## src/rtl/min_control_sequencer.sv

```systemverilog
// min_control_sequencer
//   Microcoded-style control sequencer for a small accumulator datapath.
//   Walks FETCH -> DECODE -> (OPF1 -> (OPF2)) -> EXEC -> WB and emits a
//   registered 18-bit control word per state.
//
// Ports
//   clk        single clock, all state changes on the rising edge
//   reset      synchronous active-high reset
//   ire[15:0]  instruction register: [15:12] opcode, [11:10] mode, [3:0] cond mask
//   cc[3:0]    condition codes {z,v,n,c}
//   mem_ready  memory access complete (only used with wait states enabled)
//   cntrl_wrd  registered datapath control word
//   mem_req    registered memory request
//   state      current FSM state encoding
//   halted     high while in HALT
//
// Configuration
//   MIN_SEQ_WAITSTATE_EN  when defined, FETCH/OPF1/OPF2 hold until an access
//                         completes (mem_req && mem_ready); when undefined,
//                         mem_ready is ignored and each memory state takes one cycle.
module min_control_sequencer #(
  parameter logic [3:0] HALT_OP = 4'hF,
  parameter logic [3:0] BR_OP   = 4'hE
) (
  input  logic        clk,
  input  logic        reset,
  input  logic [15:0] ire,
  input  logic [3:0]  cc,
  input  logic        mem_ready,
  output logic [17:0] cntrl_wrd,
  output logic        mem_req,
  output logic [2:0]  state,
  output logic        halted
);

  typedef enum logic [2:0] {
    ST_RST    = 3'd0,
    ST_FETCH  = 3'd1,
    ST_DECODE = 3'd2,
    ST_OPF1   = 3'd3,
    ST_OPF2   = 3'd4,
    ST_EXEC   = 3'd5,
    ST_WB     = 3'd6,
    ST_HALT   = 3'd7
  } state_t;

  // Control word bit positions
  localparam int PC_INC  = 17;
  localparam int PC_LOAD = 16;
  localparam int IR_LOAD = 15;
  localparam int MEM_RD  = 14;
  localparam int T1_LOAD = 12;
  localparam int T2_LOAD = 11;
  localparam int RX_WE   = 10;
  localparam int CC_WE   = 9;
  localparam int AO_LOAD = 0;

  state_t      state_q, state_d;
  logic [17:0] cntrl_wrd_q, cntrl_wrd_d;
  logic        mem_req_q, mem_req_d;
  logic        halted_q, halted_d;

  logic [3:0]  opcode;
  logic [1:0]  mode;
  logic        access_done;
  logic        br_taken;
  logic        unused_ire;

  assign opcode     = ire[15:12];
  assign mode       = ire[11:10];
  assign br_taken   = |(ire[3:0] & cc);
  assign unused_ire = ^ire[9:4];

`ifdef MIN_SEQ_WAITSTATE_EN
  // An access only completes while our registered request is visible.
  assign access_done = mem_req_q & mem_ready;
`else
  logic unused_mem_ready;
  assign unused_mem_ready = mem_ready;
  assign access_done      = 1'b1;
`endif

  // State and registered outputs; reset abandons any pending access.
  always_ff @(posedge clk) begin
    if (reset) begin
      state_q     <= ST_RST;
      cntrl_wrd_q <= '0;
      mem_req_q   <= 1'b0;
      halted_q    <= 1'b0;
    end else begin
      state_q     <= state_d;
      cntrl_wrd_q <= cntrl_wrd_d;
      mem_req_q   <= mem_req_d;
      halted_q    <= halted_d;
    end
  end

  // Next-state logic. Branches skip operand fetch and go straight to EXEC.
  always_comb begin
    state_d = state_q;
    unique case (state_q)
      ST_RST:    state_d = ST_FETCH;
      ST_FETCH:  if (access_done) state_d = ST_DECODE;
      ST_DECODE: begin
        if (opcode == HALT_OP)    state_d = ST_HALT;
        else if (opcode == BR_OP) state_d = ST_EXEC;
        else begin
          unique case (mode)
            2'b00:   state_d = ST_EXEC;
            2'b01:   state_d = ST_OPF1;
            2'b10:   state_d = ST_OPF1;
            default: state_d = ST_FETCH;
          endcase
        end
      end
      ST_OPF1: begin
        if (access_done) state_d = (mode == 2'b10) ? ST_OPF2 : ST_EXEC;
      end
      ST_OPF2:   if (access_done) state_d = ST_EXEC;
      ST_EXEC:   state_d = (opcode == BR_OP) ? ST_FETCH : ST_WB;
      ST_WB:     state_d = ST_FETCH;
      ST_HALT:   state_d = ST_HALT;
      default:   state_d = ST_RST;
    endcase
  end

  // Output decode from the next state, so the registered outputs line up
  // with the cycle in which state_q shows that state. While a memory state
  // holds, the same inputs decode to the same word, keeping it stable.
  always_comb begin
    cntrl_wrd_d = '0;
    mem_req_d   = 1'b0;
    halted_d    = 1'b0;
    unique case (state_d)
      ST_FETCH: begin
        mem_req_d            = 1'b1;
        cntrl_wrd_d[MEM_RD]  = 1'b1;
        cntrl_wrd_d[IR_LOAD] = 1'b1;
        cntrl_wrd_d[PC_INC]  = 1'b1;
      end
      ST_OPF1: begin
        mem_req_d            = 1'b1;
        cntrl_wrd_d[MEM_RD]  = 1'b1;
        cntrl_wrd_d[T1_LOAD] = 1'b1;
        cntrl_wrd_d[PC_INC]  = 1'b1;
      end
      ST_OPF2: begin
        mem_req_d            = 1'b1;
        cntrl_wrd_d[MEM_RD]  = 1'b1;
        cntrl_wrd_d[T2_LOAD] = 1'b1;
        cntrl_wrd_d[4:3]     = 2'b01;
      end
      ST_EXEC: begin
        if (opcode == BR_OP) begin
          cntrl_wrd_d[PC_LOAD] = br_taken;
        end else begin
          cntrl_wrd_d[8:5]     = opcode;
          cntrl_wrd_d[AO_LOAD] = 1'b1;
          cntrl_wrd_d[CC_WE]   = 1'b1;
          unique case (mode)
            2'b01:   cntrl_wrd_d[2:1] = 2'b01;
            2'b10:   cntrl_wrd_d[2:1] = 2'b10;
            default: cntrl_wrd_d[2:1] = 2'b00;
          endcase
        end
      end
      ST_WB:   cntrl_wrd_d[RX_WE] = 1'b1;
      ST_HALT: halted_d = 1'b1;
      default: ;
    endcase
  end

  assign cntrl_wrd = cntrl_wrd_q;
  assign mem_req   = mem_req_q;
  assign halted    = halted_q;
  assign state     = state_q;

endmodule

```

## config.mk

```make
export PLATFORM = sky130hd
export DESIGN_NAME = min_control_sequencer
export DESIGN_NICKNAME = d
export VERILOG_FILES = /design/src/rtl/min_control_sequencer.sv
export SDC_FILE = /design/constraint.sdc
export NUM_CORES = 1
export LEC_CHECK = 0
export ABC_AREA = 0
export ABC_CLOCK_PERIOD_IN_PS = 2150
export BUFFER_PORTS_ARGS = -buffer_cell sky130_fd_sc_hd__buf_2
export CAP_MARGIN = 30
export CORE_ASPECT_RATIO = 0.9
export CORE_MARGIN = 2
export CORE_UTILIZATION = 45
export CTS_BUF_LIST = sky130_fd_sc_hd__clkbuf_4 sky130_fd_sc_hd__clkbuf_8
export CTS_CLUSTER_SIZE = 30
export DETAILED_ROUTE_END_ITERATION = 16
export PLACE_DENSITY = 0.86
export RECOVER_POWER = 25
export SLEW_MARGIN = 20
export SYNTH_ARGS = -nofsm -noshare
export SYNTH_HDL_FRONTEND = slang
export SYNTH_SLANG_ARGS = --single-unit
```

## constraint.sdc

```tcl
create_clock -name clk -period 2.15 [get_ports clk]
set_clock_uncertainty 0.05 [all_clocks]
set_input_delay 0.1075 -clock clk [delete_from_list [all_inputs] [get_ports clk]]
set_output_delay 0.1075 -clock clk [all_outputs]
set_load 0.005 [all_outputs]
```

==> results of run 1 <==
-- per-stage QoR --
step / total power, uW / utilization [%] / instances / instance area (um^2)
after floorplan: 524 / - / 83 / 840
after global placement: 572 / 57.9 / 136 / 993
after detailed placement: 578 / 57.9 / 136 / 993
after CTS: 782 / 60.6 / 141 / 1040
after global routing: 825 / 60.5 / 141 / 1040
final: 774 / 60.5 / 141 / 1040
-- per-layer routing --
metal,global-route usage [%],vias up
met5,0,-
met4,9.44,0
met3,4.30,4
met2,27.0,25
met1,18.7,288
li1,-,347
-- power groups by stage --
| stage | registers [uW] | logic (uW) | clock network [uW] |
|---|---|---|---|
| 2_1_floorplan | 392 | 132 | 0 |
| 3_3_place_gp | 394 | 179 | 0 |
| 3_5_place_dp | 396 | 183 | 0 |
| 4_1_cts | 387 | 185 | 210 |
| 5_1_grt | 392 | 204 | 228 |
| 6_report | 387 | 183 | 204 |
-- cell usage in the layout (no fill, tap or decap), drive strengths merged, types with 3 or more instances in the layout --
cell type	count
buf	35
dfxtp	18
nand2	8
nor3	6
clkbuf	5
inv	4
a21oi	4
nor2b	3
o21ai	3
nor2	3
ha	3
and2b	3
-- area by class of cell --
type / instances / area [um^2] / area share [%]
Sequential cell: 18 / 360 / 34.7
Clock buffer: 4 / 36.3 / 3.49
Timing Repair Buffer: 37 / 189 / 18.2
Inverter: 4 / 15.0 / 1.45
Tap cell: 24 / 30.0 / 2.89
Multi-Input combinational cell: 54 / 408 / 39.3
-- worst max-delay path, delay by kind of cell, from the launching register on --
family / cells / cell delay [ns]
flops: 1 / 0.49
simple gates: 3 / 1.09
xor+xnor: 1 / 0.13
-- kinds of logic after synthesis --
kind of cell             count (synthesis)  synth area share, %
buffers and inverters                   11                 8.53
AO/OA/AOI/OAI                           13                 11.2
XOR/XNOR                                 1                 1.05
flip-flops                              18                 43.1
adder cells (fa/ha/maj)                  3                 4.49
AND/OR/NAND/NOR                         35                 31.1
other                                    1                0.449
-- state kept, by name, summed over array words and instances, names as in the netlist --
| name | flops |
|---|---|
| halted | 1 |
| state | 3 |
| cntrl_wrd | 14 |
-- path summary, 6_finish.rpt --
kind | cells past startpoint | end | start | slack (ns)
max | 4 | cntrl_wrd[16]$_SDFF_PP0_ | state[0]$_SDFF_PP0_ | 0.32
min | 3 | cntrl_wrd[5]$_SDFF_PP0_ | ire[12] | 0.02
max reg2reg | 4 | cntrl_wrd[16]$_SDFF_PP0_ | state[0]$_SDFF_PP0_ | 0.32
min reg2reg | 2 | cntrl_wrd[11]$_SDFF_PP0_ | state[0]$_SDFF_PP0_ | 0.57
-- repair_timing --
| action | in CTS | in global routing |
|---|---|---|
| hold buffers | 1 | 0 |
| setup buffers | 0 | 0 |
| resized for setup | 0 | 0 |
| endpoints found under the hold margin | 3 | 0 |
==> impl_table.tex, run 1 <==
\begin{tabular}{lr}
\hline
Metric & Value \\
\hline
\multicolumn{2}{l}{\textbf{Run status}} \\
Run status & finished, final reports clean \\
\multicolumn{2}{l}{\textbf{Route}} \\
Routed met3 length & 124 um \\
DRT Pass-1 Iters & 4 \\
Per-cell routed wire length & 11.3 um \\
Count of nets left with antenna violations after detail routing & 0 \\
Vias after detailed routing & around 660 \\
Detailed Route WL & 1590 um \\
Post-route met1 wirelength & just under 700 um \\
Post-detailed-route DRC marker count & 0 \\
Topmost layer with routed signal wires & met4 \\
Mean number of vias per cell & between 4 and 5 \\
Met2 WL & 760 um \\
Starting DRT DRC Count & 6 \\
\multicolumn{2}{l}{\textbf{Worst setup path}} \\
Master of the slowest instance on the critical path & sky130\_fd\_sc\_hd\_\_or3b\_1 \\
Kind of launch point of the worst setup path & register \\
Kind of critical path & register to register \\
Endpoint class of the critical path & register \\
Ordered list of cells on the worst path & and2b\_2 > xnor2\_1 > or3b\_1 > nor4\_4 \\
CP max FO & 10 \\
Critical path data required time & roughly 2.3 ns \\
Arrival time at the worst endpoint & 1.99 ns \\
Highest cell delay on the worst timing path & approximately 0.56 ns \\
\multicolumn{2}{l}{\textbf{Floorplanning}} \\
Number of placed I/O pins & 46 \\
Die H & approximately 45 um \\
Die area & 2220 um\^{}2 \\
Core Footprint & 1720 um\^{}2 \\
Starting Density & 48.7\% \\
Cell row count & 14 \\
Horizontal die dimension & a little under 50 um \\
\multicolumn{2}{l}{\textbf{Cells and area}} \\
Area grow syn2layout & 24.3\% \\
Number of nets in the final layout & 144 \\
Share of post-route cells with drive strength above 1 & between 40\% and 50\% \\
\# fillers & between 150 and 200 \\
Antenna diode instance count & 0 \\
\multicolumn{2}{l}{\textbf{Power and ir drop}} \\
LEAKAGE & around 0.00051 uW \\
Sequential group share of total power & around half \\
Net Switching & between 200 and 250 uW \\
Relative contribution of combinational cells to total power & between 20\% and 30\% \\
Net switching fraction of the power & between 20\% and 30\% \\
Clock share of power & 26.3\% \\
Largest voltage drop on the vdd net & $\sim$370 uV \\
Power per unit of standard cell area & 745 nW/um\^{}2 \\
Cell Int Power & roughly 550 uW \\
\multicolumn{2}{l}{\textbf{Synthesis}} \\
Per-instance average area after synthesis & $\sim$10 um\^{}2 \\
Number of synthesized flops with an enable pin & 0 \\
Async set-or-reset flop fraction in the synthesized netlist & 0\% \\
Leading post-synthesis cells by instance count & sky130\_fd\_sc\_hd\_\_dfxtp\_1, sky130\_fd\_sc\_hd\_\_nand2\_1, sky130\_fd\_sc\_hd\_\_buf\_4 \\
Top-area cell type share of the netlist area & approximately 43\% \\
Most frequently used cell type in the post-synthesis netlist & sky130\_fd\_sc\_hd\_\_dfxtp\_1 \\
Warnings from Yosys & 0 \\
Register area share after synthesis & a little over two fifths \\
Most common flop cell mapped by yosys & sky130\_fd\_sc\_hd\_\_dfxtp\_1 \\
Most area-hungry cell type in the Yosys netlist & sky130\_fd\_sc\_hd\_\_dfxtp\_1 \\
Gate count of the mapped netlist & 82 \\
Synthesized area & roughly 840 um\^{}2 \\
Number of synthesized register bits & 18 \\
Synth area leaders & sky130\_fd\_sc\_hd\_\_dfxtp\_1, sky130\_fd\_sc\_hd\_\_nor3\_2, sky130\_fd\_sc\_hd\_\_buf\_4 \\
Number of unique standard cell types used by synthesis & 33 \\
\multicolumn{2}{l}{\textbf{Job}} \\
Number of maximum-capacitance violations & 0 \\
\multicolumn{2}{l}{\textbf{STA}} \\
Setup TNS & 0 ns \\
Achievable clock frequency & about 550 MHz \\
Period Utilization, post-route & between 80\% and 90\% \\
\# setup viols final & 0 \\
Setup repair after global routing missed its margin & false \\
Final hold vios & 0 \\
Worst Hold Slack & 0.0156 ns \\
Final Slew Violations & 0 \\
Fin crit period & about 1.8 ns \\
Setup slack after layout & 0.319 ns \\
\multicolumn{2}{l}{\textbf{Clock network}} \\
Clk\_lat worst skew & 0.29 ns \\
Clock tree from TritonCTS & yes \\
Clock net sink count & 18 \\
Clock buffer count from CTS & 3 \\
CTS H-tree depth & 1 \\
Clock-pin slew on the worst setup and hold paths & 0.10 ns \\
Root Driver & sky130\_fd\_sc\_hd\_\_clkbuf\_4 \\
Max Buffers Root-to-Sink & 2 \\
\multicolumn{2}{l}{\textbf{Global routing}} \\
GR Overflow Total & 0 \\
Number of global-route vias before repair & roughly 580 \\
Initial antenna violation count & 0 \\
Global-route wire length before repair & approximately 2600 um \\
Pin count of the biggest net entering global routing & 11 \\
Total routing resource utilization after global routing & 16.0\% \\
\multicolumn{2}{l}{\textbf{Worst hold path}} \\
Type of the tightest min-delay check & input pin to register \\
\multicolumn{2}{l}{\textbf{Place}} \\
Hpwl dp & around 1200 um \\
Count of input and output buffers & 36 \\
Pre-CTS setup slack & 0.331 ns \\
Gpl congestion & between 0.8 and 0.9 \\
\hline
\end{tabular}
No activity file was read; power rests on OpenSTA's default activity.
==> run 2: changes to the inputs <==
CORE_UTILIZATION = 40   (was 45)
PLACE_DENSITY = 0.78   (was 0.86)
==> impl_table.tex, run 2 (same netlist as run 1, synthesis figures left out) <==
\begin{tabular}{lr}
\hline
Metric & Value \\
\hline
\multicolumn{2}{l}{\textbf{Run status}} \\
Run status & finished, final reports clean (unchanged) \\
\multicolumn{2}{l}{\textbf{Cells and area}} \\
Most common cell after layout, fill and taps aside & sky130\_fd\_sc\_hd\_\_buf\_2 (unchanged) \\
Number of cells in the finished layout apart from fillers & 143 (was 141) \\
Largest register FFs & 14 (unchanged) \\
\# fillers & 185 (was 168) \\
Area grow syn2layout & 25.0\% (was 24.3\%) \\
Antenna diode instance count & 0 (unchanged) \\
Footprint of the multi-input gates & 408 um\^{}2 (unchanged) \\
Leading cell types in the layout, fill and taps excluded & sky130\_fd\_sc\_hd\_\_buf\_2, sky130\_fd\_sc\_hd\_\_dfxtp\_1, sky130\_fd\_sc\_hd\_\_nand2\_1 (unchanged) \\
Share of post-route cells with drive strength above 1 & 39.8\% (was 43.6\%) \\
Number of nets in the final layout & 145 (was 144) \\
Sequential cell area in the final layout & 360 um\^{}2 (unchanged) \\
Post-layout instance area & 1040 um\^{}2 (about the same) \\
\multicolumn{2}{l}{\textbf{Place}} \\
Hpwl dp & 1220 um (was 1240 um) \\
Placed insts & 137 (was 136) \\
Gpl congestion & 0.869 (was 0.815) \\
Count of input and output buffers & 36 (unchanged) \\
Placed cell areas & 995 um\^{}2 (was 993 um\^{}2) \\
\multicolumn{2}{l}{\textbf{Worst setup path}} \\
Family of cells with the greatest summed delay on the critical path & simple AND/OR/NAND/NOR gates (unchanged) \\
Count of buffering cells on the critical path with inverters included & 0 (unchanged) \\
Register-to-Register Path Depth & 4 (unchanged) \\
Kind of launch point of the worst setup path & register (unchanged) \\
CP max FO & 10 (unchanged) \\
Critical path endpoint & cntrl\_wrd[16]\$\_SDFF\_PP0\_ (unchanged) \\
Kind of critical path & register to register (unchanged) \\
Arrival time at the worst endpoint & 2.04 ns (was 1.99 ns) \\
Worst Setup SP & state[0]\$\_SDFF\_PP0\_ (unchanged) \\
Crit Reg-Reg Endpoint & cntrl\_wrd[16]\$\_SDFF\_PP0\_ (unchanged) \\
Endpoint class of the critical path & register (unchanged) \\
Number of logic stages on the critical path including buffering & 4 (unchanged) \\
Master of the slowest instance on the critical path & sky130\_fd\_sc\_hd\_\_or3b\_1 (unchanged) \\
Highest cell delay on the worst timing path & 0.57 ns (was 0.56 ns) \\
Critical path data required time & 2.33 ns (was 2.31 ns) \\
Ordered list of cells on the worst path & and2b\_2 > xnor2\_1 > or3b\_1 > nor4\_4 (unchanged) \\
Worst reg-to-reg setup slack & 0.29 ns (was 0.32 ns) \\
Beginning of the worst register-to-register path & state[0]\$\_SDFF\_PP0\_ (unchanged) \\
\multicolumn{2}{l}{\textbf{Route}} \\
Count of nets left with antenna violations after detail routing & 0 (unchanged) \\
Per-cell routed wire length & 11.4 um (was 11.3 um) \\
Vias after detailed routing & 700 (was 664) \\
DRT Pass-1 Iters & 3 (was 4) \\
Detailed Route WL & 1630 um (was 1590 um) \\
Post-detailed-route DRC marker count & 0 (unchanged) \\
Mean number of vias per cell & 4.90 (was 4.71) \\
Starting DRT DRC Count & 12 (was 6) \\
\multicolumn{2}{l}{\textbf{STA}} \\
Worst Hold Slack & 0.0307 ns (was 0.0156 ns) \\
Fin crit period & 1.86 ns (was 1.83 ns) \\
Setup repair after global routing missed its margin & false (unchanged) \\
\# setup viols final & 0 (unchanged) \\
Achievable clock frequency & 537 MHz (was 546 MHz) \\
Setup TNS & 0 ns (unchanged) \\
Final hold vios & 0 (unchanged) \\
Final Slew Violations & 0 (unchanged) \\
Period Utilization, post-route & 86.6\% (was 85.2\%) \\
\multicolumn{2}{l}{\textbf{Global routing}} \\
Pin count of the biggest net entering global routing & 11 (unchanged) \\
Initial antenna violation count & 0 (unchanged) \\
Total routing resource utilization after global routing & 13.5\% (was 16.0\%) \\
GR Overflow Total & 0 (unchanged) \\
Number of global-route vias before repair & 556 (was 578) \\
Global-route wire length before repair & 2330 um (was 2590 um) \\
\multicolumn{2}{l}{\textbf{Power and ir drop}} \\
Largest voltage drop on the vdd net & 561 uV (was 370 uV) \\
Power per unit of standard cell area & 749 nW/um\^{}2 (was 745 nW/um\^{}2) \\
Overall power & 782 uW (was 774 uW) \\
LEAKAGE & 0.000497 uW (was 0.000508 uW) \\
\multicolumn{2}{l}{\textbf{Floorplanning}} \\
Die area & 2470 um\^{}2 (was 2220 um\^{}2) \\
Horizontal die dimension & 52.2 um (was 49.4 um) \\
Starting Density & 42.8\% (was 48.7\%) \\
Number of placed I/O pins & 46 (unchanged) \\
Die H & 47.4 um (was 44.9 um) \\
Core Footprint & 1950 um\^{}2 (was 1720 um\^{}2) \\
Cell row count & 15 (was 14) \\
\multicolumn{2}{l}{\textbf{Clock network}} \\
Root Driver & sky130\_fd\_sc\_hd\_\_clkbuf\_4 (unchanged) \\
CTS H-tree depth & 1 (unchanged) \\
Clock net sink count & 18 (unchanged) \\
Buffers inserted during post-CTS setup optimization & 0 (unchanged) \\
Clk\_lat worst skew & 0.30 ns (was 0.29 ns) \\
Clock buffer count from CTS & 3 (unchanged) \\
Max Buffers Root-to-Sink & 2 (unchanged) \\
Clock-pin slew on the worst setup and hold paths & 0.11 ns (was 0.10 ns) \\
Clock tree from TritonCTS & yes (unchanged) \\
\multicolumn{2}{l}{\textbf{Worst hold path}} \\
Type of the tightest min-delay check & input pin to register (unchanged) \\
\multicolumn{2}{l}{\textbf{Job}} \\
Number of maximum-capacitance violations & 0 (unchanged) \\
\hline
\end{tabular}
-- run 2: cell types whose count changed in the layout (fill, tap and decap cells not counted), sizes merged --
cell         delta
dlygate4sd3     +1
clkbuf          +3
buf             -3
-- run 2: report_power, final --
part	leakage (uW)	internal, uW	total (uW)	switching (uW)
Combinational	0.000329	81.2	184	103
Clock	0.0000210	103	210	107
Sequential	0.000147	363	388	24.8
-- run 2: layout make-up --
class	count	share of cell area, %
Tap cell	25	2.99
Sequential cell	18	34.5
Clock buffer	4	3.47
Inverter	4	1.44
Timing Repair Buffer	38	18.6
Multi-Input combinational cell	54	39.0
-- run 2: how the worst min path moves through the flow --
stage	to	from	cells past startpoint
global placement	state[1]$_SDFF_PP0_	reset	2
global route	cntrl_wrd[6]$_SDFF_PP0_	ire[13]	3
finish	cntrl_wrd[7]$_SDFF_PP0_	ire[14]	3
CTS	cntrl_wrd[7]$_SDFF_PP0_	ire[14]	3
floorplan	state[1]$_SDFF_PP0_	reset	1
detailed placement	state[1]$_SDFF_PP0_	reset	2
-- run 2: layer usage --
metal / global-route usage, % / wire (um)
met1: 15.9 / 707
met2: 21.8 / 783
met3: 4.78 / 110
met4: 7.69 / 23
met5: 0 / 0
-- run 2: per-stage QoR --
stage	setup slack, ns	utilization (%)
final	0.288	53.5
after global routing	0.174	53.5
after CTS	0.289	53.8
after detailed placement	0.314	51.0
after global placement	0.350	51.0
after floorplan	0.518	-
-- run 2: what timing repair did --
item | in CTS | in global routing
endpoints found under the hold margin | 4 | 0
gates resized for setup | 0 | 0
hold buffers | 2 | 0
endpoints found under the setup margin | 0 | 0
-- run 2: worst reg2reg max path, stage by stage, from the launching register on --
cell and delay (ns):
sky130_fd_sc_hd__dfxtp_1 0.50, sky130_fd_sc_hd__and2b_2 0.27, sky130_fd_sc_hd__xnor2_1 0.13, sky130_fd_sc_hd__or3b_1 0.57, sky130_fd_sc_hd__nor4_4 0.26
==> run 3: changes to the inputs <==
CELL_PAD_IN_SITES_DETAIL_PLACEMENT = 1   (was not set)
CELL_PAD_IN_SITES_GLOBAL_PLACEMENT = 1   (was not set)
CORE_UTILIZATION = 32   (was 40)
PLACE_DENSITY = 0.85   (was 0.78)
==> impl_table.tex, run 3 (same netlist as run 1, synthesis figures left out) <==
\begin{tabular}{lr}
\hline
Metric & Value \\
\hline
\multicolumn{2}{l}{\textbf{Run status}} \\
Run status & finished, final reports clean (unchanged) \\
\multicolumn{2}{l}{\textbf{Worst setup path}} \\
Endpoint class of the critical path & register (unchanged) \\
Arrival time at the worst endpoint & 1.99 ns (was 2.04 ns) \\
Worst Setup SP & state[2]\$\_SDFF\_PP0\_ (was state[0]\$\_SDFF\_PP0\_) \\
Beginning of the worst register-to-register path & state[2]\$\_SDFF\_PP0\_ (was state[0]\$\_SDFF\_PP0\_) \\
Critical path data required time & 2.30 ns (was 2.33 ns) \\
CP max FO & 10 (unchanged) \\
Kind of critical path & register to register (unchanged) \\
Kind of launch point of the worst setup path & register (unchanged) \\
\multicolumn{2}{l}{\textbf{Worst hold path}} \\
Type of the tightest min-delay check & input pin to register (unchanged) \\
Worst hold path startpoint & ire[12] (was ire[14]) \\
\multicolumn{2}{l}{\textbf{Cells and area}} \\
Sequential cell area in the final layout & 360 um\^{}2 (unchanged) \\
Area grow syn2layout & 25.4\% (was 25.0\%) \\
Number of nets in the final layout & 145 (unchanged) \\
Antenna diode instance count & 0 (unchanged) \\
\# fillers & 309 (was 185) \\
Largest register FFs & 14 (unchanged) \\
Leading cell types in the layout, fill and taps excluded & sky130\_fd\_sc\_hd\_\_buf\_2, sky130\_fd\_sc\_hd\_\_dfxtp\_1, sky130\_fd\_sc\_hd\_\_nand2\_1 (unchanged) \\
Number of cells in the finished layout apart from fillers & 146 (was 143) \\
Most common cell after layout, fill and taps aside & sky130\_fd\_sc\_hd\_\_buf\_2 (unchanged) \\
Share of post-route cells with drive strength above 1 & 42.4\% (was 39.8\%) \\
Footprint of the multi-input gates & 408 um\^{}2 (unchanged) \\
\multicolumn{2}{l}{\textbf{Floorplanning}} \\
Horizontal die dimension & 57.9 um (was 52.2 um) \\
Die area & 3040 um\^{}2 (was 2470 um\^{}2) \\
Number of placed I/O pins & 46 (unchanged) \\
Die H & 52.5 um (was 47.4 um) \\
Starting Density & 33.9\% (was 42.8\%) \\
Core Footprint & 2470 um\^{}2 (was 1950 um\^{}2) \\
Cell row count & 17 (was 15) \\
\multicolumn{2}{l}{\textbf{Power and ir drop}} \\
Power per unit of standard cell area & 759 nW/um\^{}2 (was 749 nW/um\^{}2) \\
Largest voltage drop on the vdd net & 358 uV (was 561 uV) \\
LEAKAGE & 0.000506 uW (was 0.000497 uW) \\
\multicolumn{2}{l}{\textbf{Place}} \\
Hpwl dp & 1580 um (was 1220 um) \\
Placed insts & 141 (was 137) \\
Gpl congestion & 0.712 (was 0.869) \\
Count of input and output buffers & 36 (unchanged) \\
\multicolumn{2}{l}{\textbf{Route}} \\
Per-cell routed wire length & 13.4 um (was 11.4 um) \\
Detailed Route WL & 1960 um (was 1630 um) \\
DRT Pass-1 Iters & 5 (was 3) \\
Count of nets left with antenna violations after detail routing & 0 (unchanged) \\
Post-detailed-route DRC marker count & 0 (unchanged) \\
Starting DRT DRC Count & 6 (was 12) \\
Vias after detailed routing & 717 (was 700) \\
Mean number of vias per cell & 4.91 (was 4.90) \\
\multicolumn{2}{l}{\textbf{STA}} \\
Period Utilization, post-route & 85.7\% (was 86.6\%) \\
Setup repair after global routing missed its margin & false (unchanged) \\
Worst Hold Slack & 0.00736 ns (was 0.0307 ns) \\
Final hold vios & 0 (unchanged) \\
\# setup viols final & 0 (unchanged) \\
Achievable clock frequency & 543 MHz (was 537 MHz) \\
Fin crit period & 1.84 ns (was 1.86 ns) \\
Final Slew Violations & 0 (unchanged) \\
Setup TNS & 0 ns (unchanged) \\
\multicolumn{2}{l}{\textbf{Global routing}} \\
Global-route wire length before repair & 3260 um (was 2330 um) \\
GR Overflow Total & 0 (unchanged) \\
Total routing resource utilization after global routing & 14.2\% (was 13.5\%) \\
Number of global-route vias before repair & 718 (was 556) \\
Initial antenna violation count & 0 (unchanged) \\
Pin count of the biggest net entering global routing & 11 (unchanged) \\
\multicolumn{2}{l}{\textbf{Clock network}} \\
CTS H-tree depth & 1 (unchanged) \\
Clock tree from TritonCTS & yes (unchanged) \\
Max Buffers Root-to-Sink & 2 (unchanged) \\
Clk\_lat worst skew & 0.30 ns (about the same) \\
Buffers inserted during post-CTS setup optimization & 0 (unchanged) \\
Clock buffer count from CTS & 3 (unchanged) \\
Root Driver & sky130\_fd\_sc\_hd\_\_clkbuf\_4 (unchanged) \\
Clock-pin slew on the worst setup and hold paths & 0.11 ns (about the same) \\
Clock net sink count & 18 (unchanged) \\
\multicolumn{2}{l}{\textbf{Job}} \\
Number of maximum-capacitance violations & 0 (unchanged) \\
\hline
\end{tabular}
-- run 3: what timing repair did --
action / CTS / global route
resized for setup: 0 / 0
hold endpoints to repair: 2 / 0
hold buffers: 1 / 0
-- run 3: per-layer routing --
| layer | wire, um | track usage [%] | up-vias |
|---|---|---|---|
| li1 | - | - | 350 |
| met1 | 785 | 14.8 | 340 |
| met2 | 1030 | 27.5 | 23 |
| met3 | 106 | 2.72 | 4 |
| met4 | 39 | 6.20 | 0 |
| met5 | 0 | 0 | - |
-- run 3: path summary, 6_finish.rpt --
path / to / slack (ns) / depth (start not counted)
worst max-delay path: cntrl_wrd[0]$_SDFF_PP0_ / 0.31 / 4
worst min register to register: cntrl_wrd[11]$_SDFF_PP0_ / 0.64 / 3
worst min-delay path: cntrl_wrd[5]$_SDFF_PP0_ / 0.007 / 3
worst max register to register: cntrl_wrd[0]$_SDFF_PP0_ / 0.31 / 4
-- run 3: through the flow --
stage | area [um^2] | power, uW | setup WS [ns] | util (%)
6_report | 1050 | 795 | 0.308 | 42.5
2_1_floorplan | 840 | 524 | 0.518 | -
3_5_place_dp | 1010 | 593 | 0.341 | 40.8
5_1_grt | 1050 | 842 | 0.221 | 42.5
4_1_cts | 1050 | 806 | 0.298 | 42.6
3_3_place_gp | 1010 | 581 | 0.400 | 40.8
-- run 3: power by group --
group / internal [uW] / total (uW) / switching [uW] / leakage, uW
clock network: 103 / 210 / 107 / 0.0000210
logic: 85.7 / 203 / 117 / 0.000338
registers: 363 / 383 / 19.8 / 0.000147
total: 552 / 795 / 244 / 0.000506
-- run 3: cell type report --
cell class / instances / share of cell area [%]
inverters: 4 / 1.43
multi-input cells: 54 / 38.9
well taps: 28 / 3.34
clock buffers: 4 / 3.46
repair buffers: 38 / 18.5
flip-flops and latches: 18 / 34.4
-- run 3: critical path: stages, from the launching register on --
cell and delay [ns]:
sky130_fd_sc_hd__dfxtp_1 0.51, sky130_fd_sc_hd__and2b_1 0.24, sky130_fd_sc_hd__a21oi_1 0.11, sky130_fd_sc_hd__or3b_1 0.56
sky130_fd_sc_hd__nor3_1 0.26
